===== config.mk =====
export PLATFORM = sky130hd
export DESIGN_NAME = vdic_result_deser
export DESIGN_NICKNAME = d
export VERILOG_FILES = /design/src/rtl/vdic_rx_pkg.sv /design/src/rtl/vdic_rx_packet_deser.sv /design/src/rtl/vdic_result_deser.sv
export SDC_FILE = /design/constraint.sdc
export NUM_CORES = 1
export LEC_CHECK = 0
export CORE_ASPECT_RATIO = 2
export CORE_MARGIN = 5
export CORE_UTILIZATION = 43
export CTS_CLUSTER_SIZE = 14
export DETAILED_ROUTE_END_ITERATION = 8
export PLACE_DENSITY = 0.66
export REMOVE_ABC_BUFFERS = 1
export SLEW_MARGIN = 20
export SYNTH_ARGS = -nofsm -noshare
export SYNTH_HDL_FRONTEND = slang
export SYNTH_HIERARCHICAL = 1
export SYNTH_SLANG_ARGS = --single-unit

===== constraint.sdc =====
create_clock -name clk -period 5.8 [get_ports clk]
set_input_delay 1.74 -clock clk [delete_from_list [all_inputs] [get_ports clk]]
set_output_delay 1.74 -clock clk [all_outputs]
set_load 0.03 [all_outputs]

===== src/rtl/vdic_rx_pkg.sv =====
// Shared types and defaults for the vdic_dut_2022 result deserializer.
// Optional feature macro: VDIC_RX_ERR_CNT_EN (adds err_count output on the top).
package vdic_rx_pkg;

  localparam int DATA_PKTS_DEF     = 4;
  localparam int STALL_TIMEOUT_DEF = 16;

  localparam logic PKT_DATA   = 1'b0;
  localparam logic PKT_STATUS = 1'b1;

  typedef enum logic [1:0] {
    IDLE,
    TYPE,
    PAYLOAD,
    STOP
  } pkt_state_t;

  typedef enum logic {
    COLLECT,
    WAIT_STATUS
  } word_state_t;

  typedef enum logic [1:0] {
    ERR_STOP,
    ERR_ORDER,
    ERR_STALL,
    ERR_OVERRUN
  } err_cause_t;

  function automatic logic [15:0] sat_inc16(input logic [15:0] v);
    return (v == 16'hFFFF) ? v : v + 16'd1;
  endfunction

endpackage


===== src/rtl/vdic_rx_packet_deser.sv =====
// Bit-level packet receiver: start/type/8 payload bits/stop, plus a stall timer
// that aborts a packet when serial_valid stays low too long.
module vdic_rx_packet_deser
  import vdic_rx_pkg::*;
#(
  parameter int STALL_TIMEOUT = STALL_TIMEOUT_DEF
) (
  input  logic       clk,
  input  logic       rst_n,
  input  logic       serial_in,
  input  logic       serial_valid,
  output logic       pkt_done,
  output logic       pkt_type,
  output logic [7:0] pkt_byte,
  output logic       pkt_err
);

  localparam int STALL_W = $clog2(STALL_TIMEOUT + 1);
  localparam logic [STALL_W-1:0] STALL_LAST = STALL_W'(STALL_TIMEOUT - 1);
  localparam logic [STALL_W-1:0] STALL_SAT  = STALL_W'(STALL_TIMEOUT);

  pkt_state_t         state_q, state_d;
  logic [2:0]         bit_cnt_q, bit_cnt_d;
  logic               type_q, type_d;
  logic [7:0]         byte_q, byte_d;
  logic [STALL_W-1:0] stall_cnt_q, stall_cnt_d;

  always_ff @(posedge clk or negedge rst_n) begin
    if (!rst_n) begin
      state_q     <= IDLE;
      bit_cnt_q   <= '0;
      type_q      <= 1'b0;
      byte_q      <= '0;
      stall_cnt_q <= '0;
    end else begin
      state_q     <= state_d;
      bit_cnt_q   <= bit_cnt_d;
      type_q      <= type_d;
      byte_q      <= byte_d;
      stall_cnt_q <= stall_cnt_d;
    end
  end

  always_comb begin
    state_d     = state_q;
    bit_cnt_d   = bit_cnt_q;
    type_d      = type_q;
    byte_d      = byte_q;
    stall_cnt_d = stall_cnt_q;
    pkt_done    = 1'b0;
    pkt_err     = 1'b0;

    if (serial_valid) begin
      stall_cnt_d = '0;
    end else if (state_q != IDLE && stall_cnt_q != STALL_SAT) begin
      stall_cnt_d = stall_cnt_q + 1'b1;
    end

    // The idle line never times out; only a started packet can stall.
    if (!serial_valid && state_q != IDLE && stall_cnt_q == STALL_LAST) begin
      pkt_err     = 1'b1;
      state_d     = IDLE;
      stall_cnt_d = '0;
    end else if (serial_valid) begin
      case (state_q)
        IDLE: begin
          if (!serial_in) state_d = TYPE;
        end
        TYPE: begin
          type_d    = serial_in;
          bit_cnt_d = 3'd7;
          state_d   = PAYLOAD;
        end
        PAYLOAD: begin
          byte_d = {byte_q[6:0], serial_in};
          if (bit_cnt_q == 3'd0) state_d = STOP;
          else bit_cnt_d = bit_cnt_q - 3'd1;
        end
        STOP: begin
          state_d = IDLE;
          if (serial_in) pkt_done = 1'b1;
          else pkt_err = 1'b1;
        end
        default: state_d = IDLE;
      endcase
    end
  end

  assign pkt_type = type_q;
  assign pkt_byte = byte_q;

endmodule


===== src/rtl/vdic_result_deser.sv =====
// Assembles DATA_PKTS data packets plus one status packet into a result word
// presented on a valid/ready port. Optional macro: VDIC_RX_ERR_CNT_EN (err_count).
module vdic_result_deser
  import vdic_rx_pkg::*;
#(
  parameter int DATA_PKTS     = DATA_PKTS_DEF,
  parameter int STALL_TIMEOUT = STALL_TIMEOUT_DEF
) (
  input  logic                   clk,
  input  logic                   rst_n,
  input  logic                   serial_in,
  input  logic                   serial_valid,
  output logic [8*DATA_PKTS-1:0] result_data,
  output logic [7:0]             result_status,
  output logic                   result_valid,
  input  logic                   result_ready,
  output logic                   frame_err
`ifdef VDIC_RX_ERR_CNT_EN
  ,
  output logic [15:0]            err_count
`endif
);

  localparam int ACC_W = 8 * DATA_PKTS;
  localparam int CNT_W = $clog2(DATA_PKTS + 1);
  localparam logic [CNT_W-1:0] LAST_PKT = CNT_W'(DATA_PKTS - 1);

  logic       pkt_done;
  logic       pkt_type;
  logic [7:0] pkt_byte;
  logic       pkt_err;

  vdic_rx_packet_deser #(
    .STALL_TIMEOUT(STALL_TIMEOUT)
  ) u_packet (
    .clk         (clk),
    .rst_n       (rst_n),
    .serial_in   (serial_in),
    .serial_valid(serial_valid),
    .pkt_done    (pkt_done),
    .pkt_type    (pkt_type),
    .pkt_byte    (pkt_byte),
    .pkt_err     (pkt_err)
  );

  word_state_t      word_q, word_d;
  logic [CNT_W-1:0] pkt_cnt_q, pkt_cnt_d;
  logic [ACC_W-1:0] acc_q, acc_d;
  logic [ACC_W-1:0] result_data_q, result_data_d;
  logic [7:0]       result_status_q, result_status_d;
  logic             result_valid_q, result_valid_d;
  logic             frame_err_q, frame_err_d;

  always_ff @(posedge clk or negedge rst_n) begin
    if (!rst_n) begin
      word_q          <= COLLECT;
      pkt_cnt_q       <= '0;
      acc_q           <= '0;
      result_data_q   <= '0;
      result_status_q <= '0;
      result_valid_q  <= 1'b0;
      frame_err_q     <= 1'b0;
    end else begin
      word_q          <= word_d;
      pkt_cnt_q       <= pkt_cnt_d;
      acc_q           <= acc_d;
      result_data_q   <= result_data_d;
      result_status_q <= result_status_d;
      result_valid_q  <= result_valid_d;
      frame_err_q     <= frame_err_d;
    end
  end

  always_comb begin
    word_d          = word_q;
    pkt_cnt_d       = pkt_cnt_q;
    acc_d           = acc_q;
    result_data_d   = result_data_q;
    result_status_d = result_status_q;
    result_valid_d  = result_valid_q;
    frame_err_d     = 1'b0;

    if (result_valid_q && result_ready) result_valid_d = 1'b0;

    if (pkt_err) begin
      frame_err_d = 1'b1;
    end else if (pkt_done) begin
      case (word_q)
        COLLECT: begin
          if (pkt_type == PKT_DATA) begin
            acc_d = (acc_q << 8) | ACC_W'(pkt_byte);
            if (pkt_cnt_q == LAST_PKT) begin
              word_d    = WAIT_STATUS;
              pkt_cnt_d = '0;
            end else begin
              pkt_cnt_d = pkt_cnt_q + 1'b1;
            end
          end else begin
            frame_err_d = 1'b1;
          end
        end
        WAIT_STATUS: begin
          // A pending result that is not being taken this cycle wins over the new one.
          if (pkt_type != PKT_STATUS) begin
            frame_err_d = 1'b1;
          end else if (result_valid_q && !result_ready) begin
            frame_err_d = 1'b1;
          end else begin
            result_data_d   = acc_q;
            result_status_d = pkt_byte;
            result_valid_d  = 1'b1;
            word_d          = COLLECT;
            pkt_cnt_d       = '0;
            acc_d           = '0;
          end
        end
        default: frame_err_d = 1'b1;
      endcase
    end

    if (frame_err_d) begin
      word_d    = COLLECT;
      pkt_cnt_d = '0;
      acc_d     = '0;
    end
  end

  assign result_data   = result_data_q;
  assign result_status = result_status_q;
  assign result_valid  = result_valid_q;
  assign frame_err     = frame_err_q;

`ifdef VDIC_RX_ERR_CNT_EN
  logic [15:0] err_count_q, err_count_d;

  always_comb begin
    err_count_d = err_count_q;
    if (frame_err_d) err_count_d = sat_inc16(err_count_q);
  end

  always_ff @(posedge clk or negedge rst_n) begin
    if (!rst_n) err_count_q <= '0;
    else err_count_q <= err_count_d;
  end

  assign err_count = err_count_q;
`endif

endmodule


### Yosys cells after proc, flatten, opt, wreduce, memory -nomap -nowiden

Index checks and enable logic that the tools add are counted.

| word-level totals | value |
|---|---|
| output and inout port bits | 42 |
| register bits after elaboration | 97 |
| word-level logic and storage cells | 105 |
| input bits | 5 |

| cells by class | value |
|---|---|
| add/subtract/negate cells | 3 |
| reductions and logical operators | 21 |
| bitwise gates (word level) | 5 |
| equal/unequal tests | 13 |
| multiplexer cells | 51 |

Operators with widths:

| kind | count |
|---|---|
| $mux 32 | 6 |
| $pmux 32 s2 | 1 |
| $or 32x8->32 | 1 |
| $mux 1 | 24 |
| $mux 3 | 8 |
| $mux 5 | 3 |
| $pmux 3 s2 | 2 |
| $reduce_and 5->1 | 2 |
| $reduce_and 3->1 | 3 |
| $mux 2 | 4 |
| $pmux 2 s4 | 1 |
| $reduce_bool 2->1 | 4 |
| $ne 3x1->1 const B | 2 |
| $ne 3x3->1 const B | 2 |
| $add 5x1->5 const B | 1 |
| $eq 5x4->1 const B | 1 |
| $logic_and 1x1->1 | 5 |
| $ne 5x5->1 const B | 1 |
| $eq 2x2->1 const B | 2 |
| $not 1->1 | 4 |
| $pmux 1 s2 | 2 |
| $reduce_and 4->1 | 1 |
| $add 3x1->3 const B | 1 |
| $eq 3x2->1 const B | 1 |
| 10 further kinds | 11 |

### Logic depth before layout (Yosys ltp)

| logic depth | value |
|---|---|
| word-level depth | 9 |
| mapped depth | 9 |
| mapped depth without buffers | 8 |

### Hierarchy

The synthesis kept the hierarchy.

Modules (own cells, without submodules):

| module | area each (sq um) | cells each | instances | sequential area each (sq um) |
|---|---|---|---|---|
| vdic_result_deser | 2925.3 | 183 | 1 | 1951.9 |
| vdic_rx_packet_deser | 1037.2 | 99 | 1 | 475.5 |

### Least setup slack after synthesis

No wires, ideal clock.

| timing | value |
|---|---|
| path kind | input-to-reg |
| start point | in serial_valid |
| end point | reg result_data_q[0], in the netlist result_data[0] |
| slack | 2408 ps |
| setup time | 125 ps |
| data arrival time | 3267 ps |
| path buffers | 2 |
| required time | 5675 ps |
| cell stages on the path | 6 |
| path through | clkbuf_1 o21ai_0 nand4b_1 nor2b_4 clkbuf_8 mux2_2 |

| between the ends | value |
|---|---|
| cells in the longest elaborated chain, start to end | 6 |
| elaborated cells on any way between the ends | 9 |
| those cells by class | mux: 4; bitwise: 1; reduce/logical: 4 |

RTL lines:

| item | line | text |
|---|---|---|
| start: declaration | vdic_result_deser.sv:12 | `input logic serial_valid,` |
| $logic_not 1->1 | vdic_rx_packet_deser.sv:60 | `if (!serial_valid && state_q != IDLE && stall_cnt_q == STALL_LAST) begin` |
| $logic_and 1x1->1 (2 in series) | vdic_rx_packet_deser.sv:60 |  |
| $mux 1 (*) | vdic_rx_packet_deser.sv:60 |  |
| via pkt_err | vdic_result_deser.sv:31 | `logic pkt_err;` |
| $not 1->1 (no source line) (*) | - |  |
| $reduce_and 5->1 (no source line) (*) | - |  |
| end signal: assignment | vdic_result_deser.sv:67 | `result_data_q <= result_data_d;` |
| end: declaration | vdic_result_deser.sv:49 | `logic [ACC_W-1:0] result_data_q, result_data_d;` |

Mark *: on every way through the listed nets, which the timed path passes. The rest lies on a longest branch.
A chain may end at the register's enable or synchronous reset.

### Worst setup path after layout

| timing | value |
|---|---|
| start point | in serial_valid |
| end point | reg result_data_q[22], in the netlist result_data[22] |

The elaborated chain is that of the path after synthesis.

==> results.json <==
{
  "status": "finished clean",
  "p_per_area_nw_per_um2": 356,
  "layout_commonest_cell": "dfrtp_1",
  "hpwlAfterDp_um": 4700,
  "power_leakage_nw": 2.28,
  "grt_start_max_net_pins": 55,
  "yosys_most_used_dff": "dfrtp_1",
  "via_per_inst": 5.38,
  "initialDrtViolationCount": 159,
  "final_core_util_pct": 52.9,
  "ioPinCount": 47,
  "slew_headroom_pct": 43.3,
  "ys_ff_latch": 97,
  "crit_path_max_fanout": 40,
  "drive_gt1_share_pct": 21.6,
  "cts_hold_buf": 0,
  "netlist.top_cell.by_area": "dfrtp_1",
  "synth.distinct_cells": 40,
  "firstDrtPassIters": 4,
  "dieArea_um2": 11400,
  "arrival_ns": 4.30,
  "clock-skew-final_ns": 0.00533,
  "htreeDepth": 3,
  "tns_ns": 0,
  "grt_pass1_vias": 2451,
  "stdcell_area_um2": 4770,
  "vias": 2340,
  "numCtsBuffers": 9,
  "cts_setup_buffers": 0,
  "seqPwrFrac_pct": 49.1,
  "hold_class": "reg2reg",
  "clk_pin_slew_ns": 0.06,
  "postSynthCellCount": 282,
  "yosysTopAreaCellShare_pct": 61.3,
  "post-route-period-util_pct": 70.4,
  "cts-root-buf": "clkbuf_16",
  "final-setup-viol-count": 0,
  "grt_pass1_wl_um": 12000,
  "syn_area_per_cell_um2": 14.1,
  "combPwrFrac_pct": 16.7,
  "period_needed_ns": 4.08,
  "numPortBuffers": 46,
  "grt_setup_unrepaired": "no",
  "peakVddDrop_mv": 0.231,
  "hold_viol": 0,
  "grtUsageTotal_pct": 13.0,
  "ys_top_cells_by_area": "dfrtp_1 61%, mux2_2 13%, a22o_1 7.3%",
  "p_sw_share_pct": 27.4,
  "cts-resized-gates": 0,
  "worst_pin_slew_ns": 0.842,
  "crit_type": "in2reg",
  "slew_viol_final": 0,
  "syn_area_um2": 3960,
  "synth_edf_count": 0,
  "power.share.clock_pct": 34.1,
  "yosysSeqAreaShare_pct": 61.3,
  "die_w_um": 77.9,
  "n_fill_cell": 784,
  "start_kind": "primary input",
  "max_freq_ghz": 0.245,
  "overflow": 0,
  "cts_tree": "done",
  "layout_common_cells": "97 x dfrtp_1, 47 x mux2_2, 45 x clkdlybuf4s50_1",
  "p_int_w": 0.00123,
  "die_h_um": 146,
  "p_sw_w": 0.000465,
  "syn2layout_area_growth_pct": 20.4,
  "drv_cap": 0,
  "endpoint_kind": "flip-flop",
  "coreArea_um2": 9010,
  "placementRows": 49,
  "nNetsFinal": 343,
  "gp_congestion": 0.743,
  "yosysWarnings": 6,
  "cts_max_path_buffers": 2,
  "required_ns": 6.02,
  "clk_latency_ns": 0.33,
  "synthArstFlopShare_pct": 100,
  "antenna_found_initial": 0,
  "cts.sinks": 97,
  "drc": 0,
  "initial_core_util_pct": 44.0,
  "ant_nets": 0,
  "post_dp_cell_area_um2": 4470,
  "num_antenna_cells": 0,
  "wirelength_um": 6870,
  "wl_per_cell_um": 15.8
}
-- power groups by stage --
stage,Combinational (W),Clock [W],Sequential [W]
after floorplan,0.000211,0,0.000828
after global placement,0.000273,0,0.000844
after detailed placement,0.000285,0,0.000849
after CTS,0.000288,0.000601,0.000836
after global routing,0.000326,0.000633,0.000847
final,0.000285,0.000580,0.000835
-- path summary, 6_finish.rpt --
kind	start	end	slack [ns]	depth (start not counted)
worst max-delay path	serial_valid	result_data[22]	1.72	6
worst min-delay path	result_data[26]	result_data[26]	0.49	1
worst max register to register	u_packet/stall_cnt_q[0]	result_data[22]	2.85	9
worst min register to register	result_data[26]	result_data[26]	0.49	1
max in group asynchronous	rst_n	u_packet/pkt_type	3.34	2
min in group asynchronous	rst_n	result_status[5]	1.44	1
-- per-layer routing --
metal / GRT usage [%] / vias to the layer above / share of wire [%]
met5: 0 / - / 0
met3: 3.47 / 7 / 4.3
met1: 15.1 / 1190 / 41
li1: - / 1103 / -
met2: 22.5 / 40 / 53
met4: 4.91 / 0 / 1.6
-- cells in the mapped netlist (3+ instances only) --
library cell,n
dfrtp_1,97
mux2_2,47
a22o_1,33
inv_1,11
nand2_1,11
ha_1,10
nor2_1,9
a21oi_1,6
o21ai_0,6
buf_2,4
clkbuf_1,4
clkbuf_8,3
nand2b_1,3
nand3_1,3
-- registers in the layout, indices dropped and copies added (netlist names) --
name and cells:
acc_q 32, pkt_cnt_q 3, u_packet/pkt_byte 8, u_packet/stall_cnt_q 5
u_packet/pkt_type 1, word_q 1, frame_err 1, result_data 32
u_packet/bit_cnt_q 3, result_valid 1, u_packet/state_q 2, result_status 8
-- layout make-up --
class / count / area (um2) / share of cell area, %
Sequential cell: 97 / 2430 / 50.9
Clock inverter: 4 / 51.3 / 1.08
Inverter: 11 / 41.3 / 0.866
Tap cell: 102 / 128 / 2.68
Multi-Input combinational cell: 159 / 1390 / 29.1
Clock buffer: 12 / 246 / 5.17
Timing Repair Buffer: 50 / 488 / 10.2
-- through the flow --
step	cells	worst slack, ns	hold slack (ns)	total power, W
final	435	1.72	0.485	0.00170
after global routing	435	1.57	0.510	0.00181
after CTS	435	1.70	0.496	0.00172
after detailed placement	419	1.35	0.481	0.00113
after global placement	419	1.45	0.468	0.00112
after floorplan	267	2.25	0.454	0.00104
-- worst max-delay path: stages --
cell	delay (ns)
clkdlybuf4s50_1	0.76
o21ai_0	0.42
nand4b_1	0.37
nor2b_4	0.14
buf_4	0.45
mux2_2	0.40
-- cells by family (layout without fill, tap and decap cells) --
kind of cell / count (synthesis) / in the layout / synth area share, %
fa+ha+maj: 10 / 10 / 3.16
xor+xnor: 2 / 2 / 0.442
compound gates: 55 / 55 / 10.8
simple gates: 41 / 41 / 6.09
flops: 97 / 97 / 61.3
mux: 51 / 51 / 14.4
buf+inv: 26 / 77 / 3.79
Power figures use the tool's default switching activity.
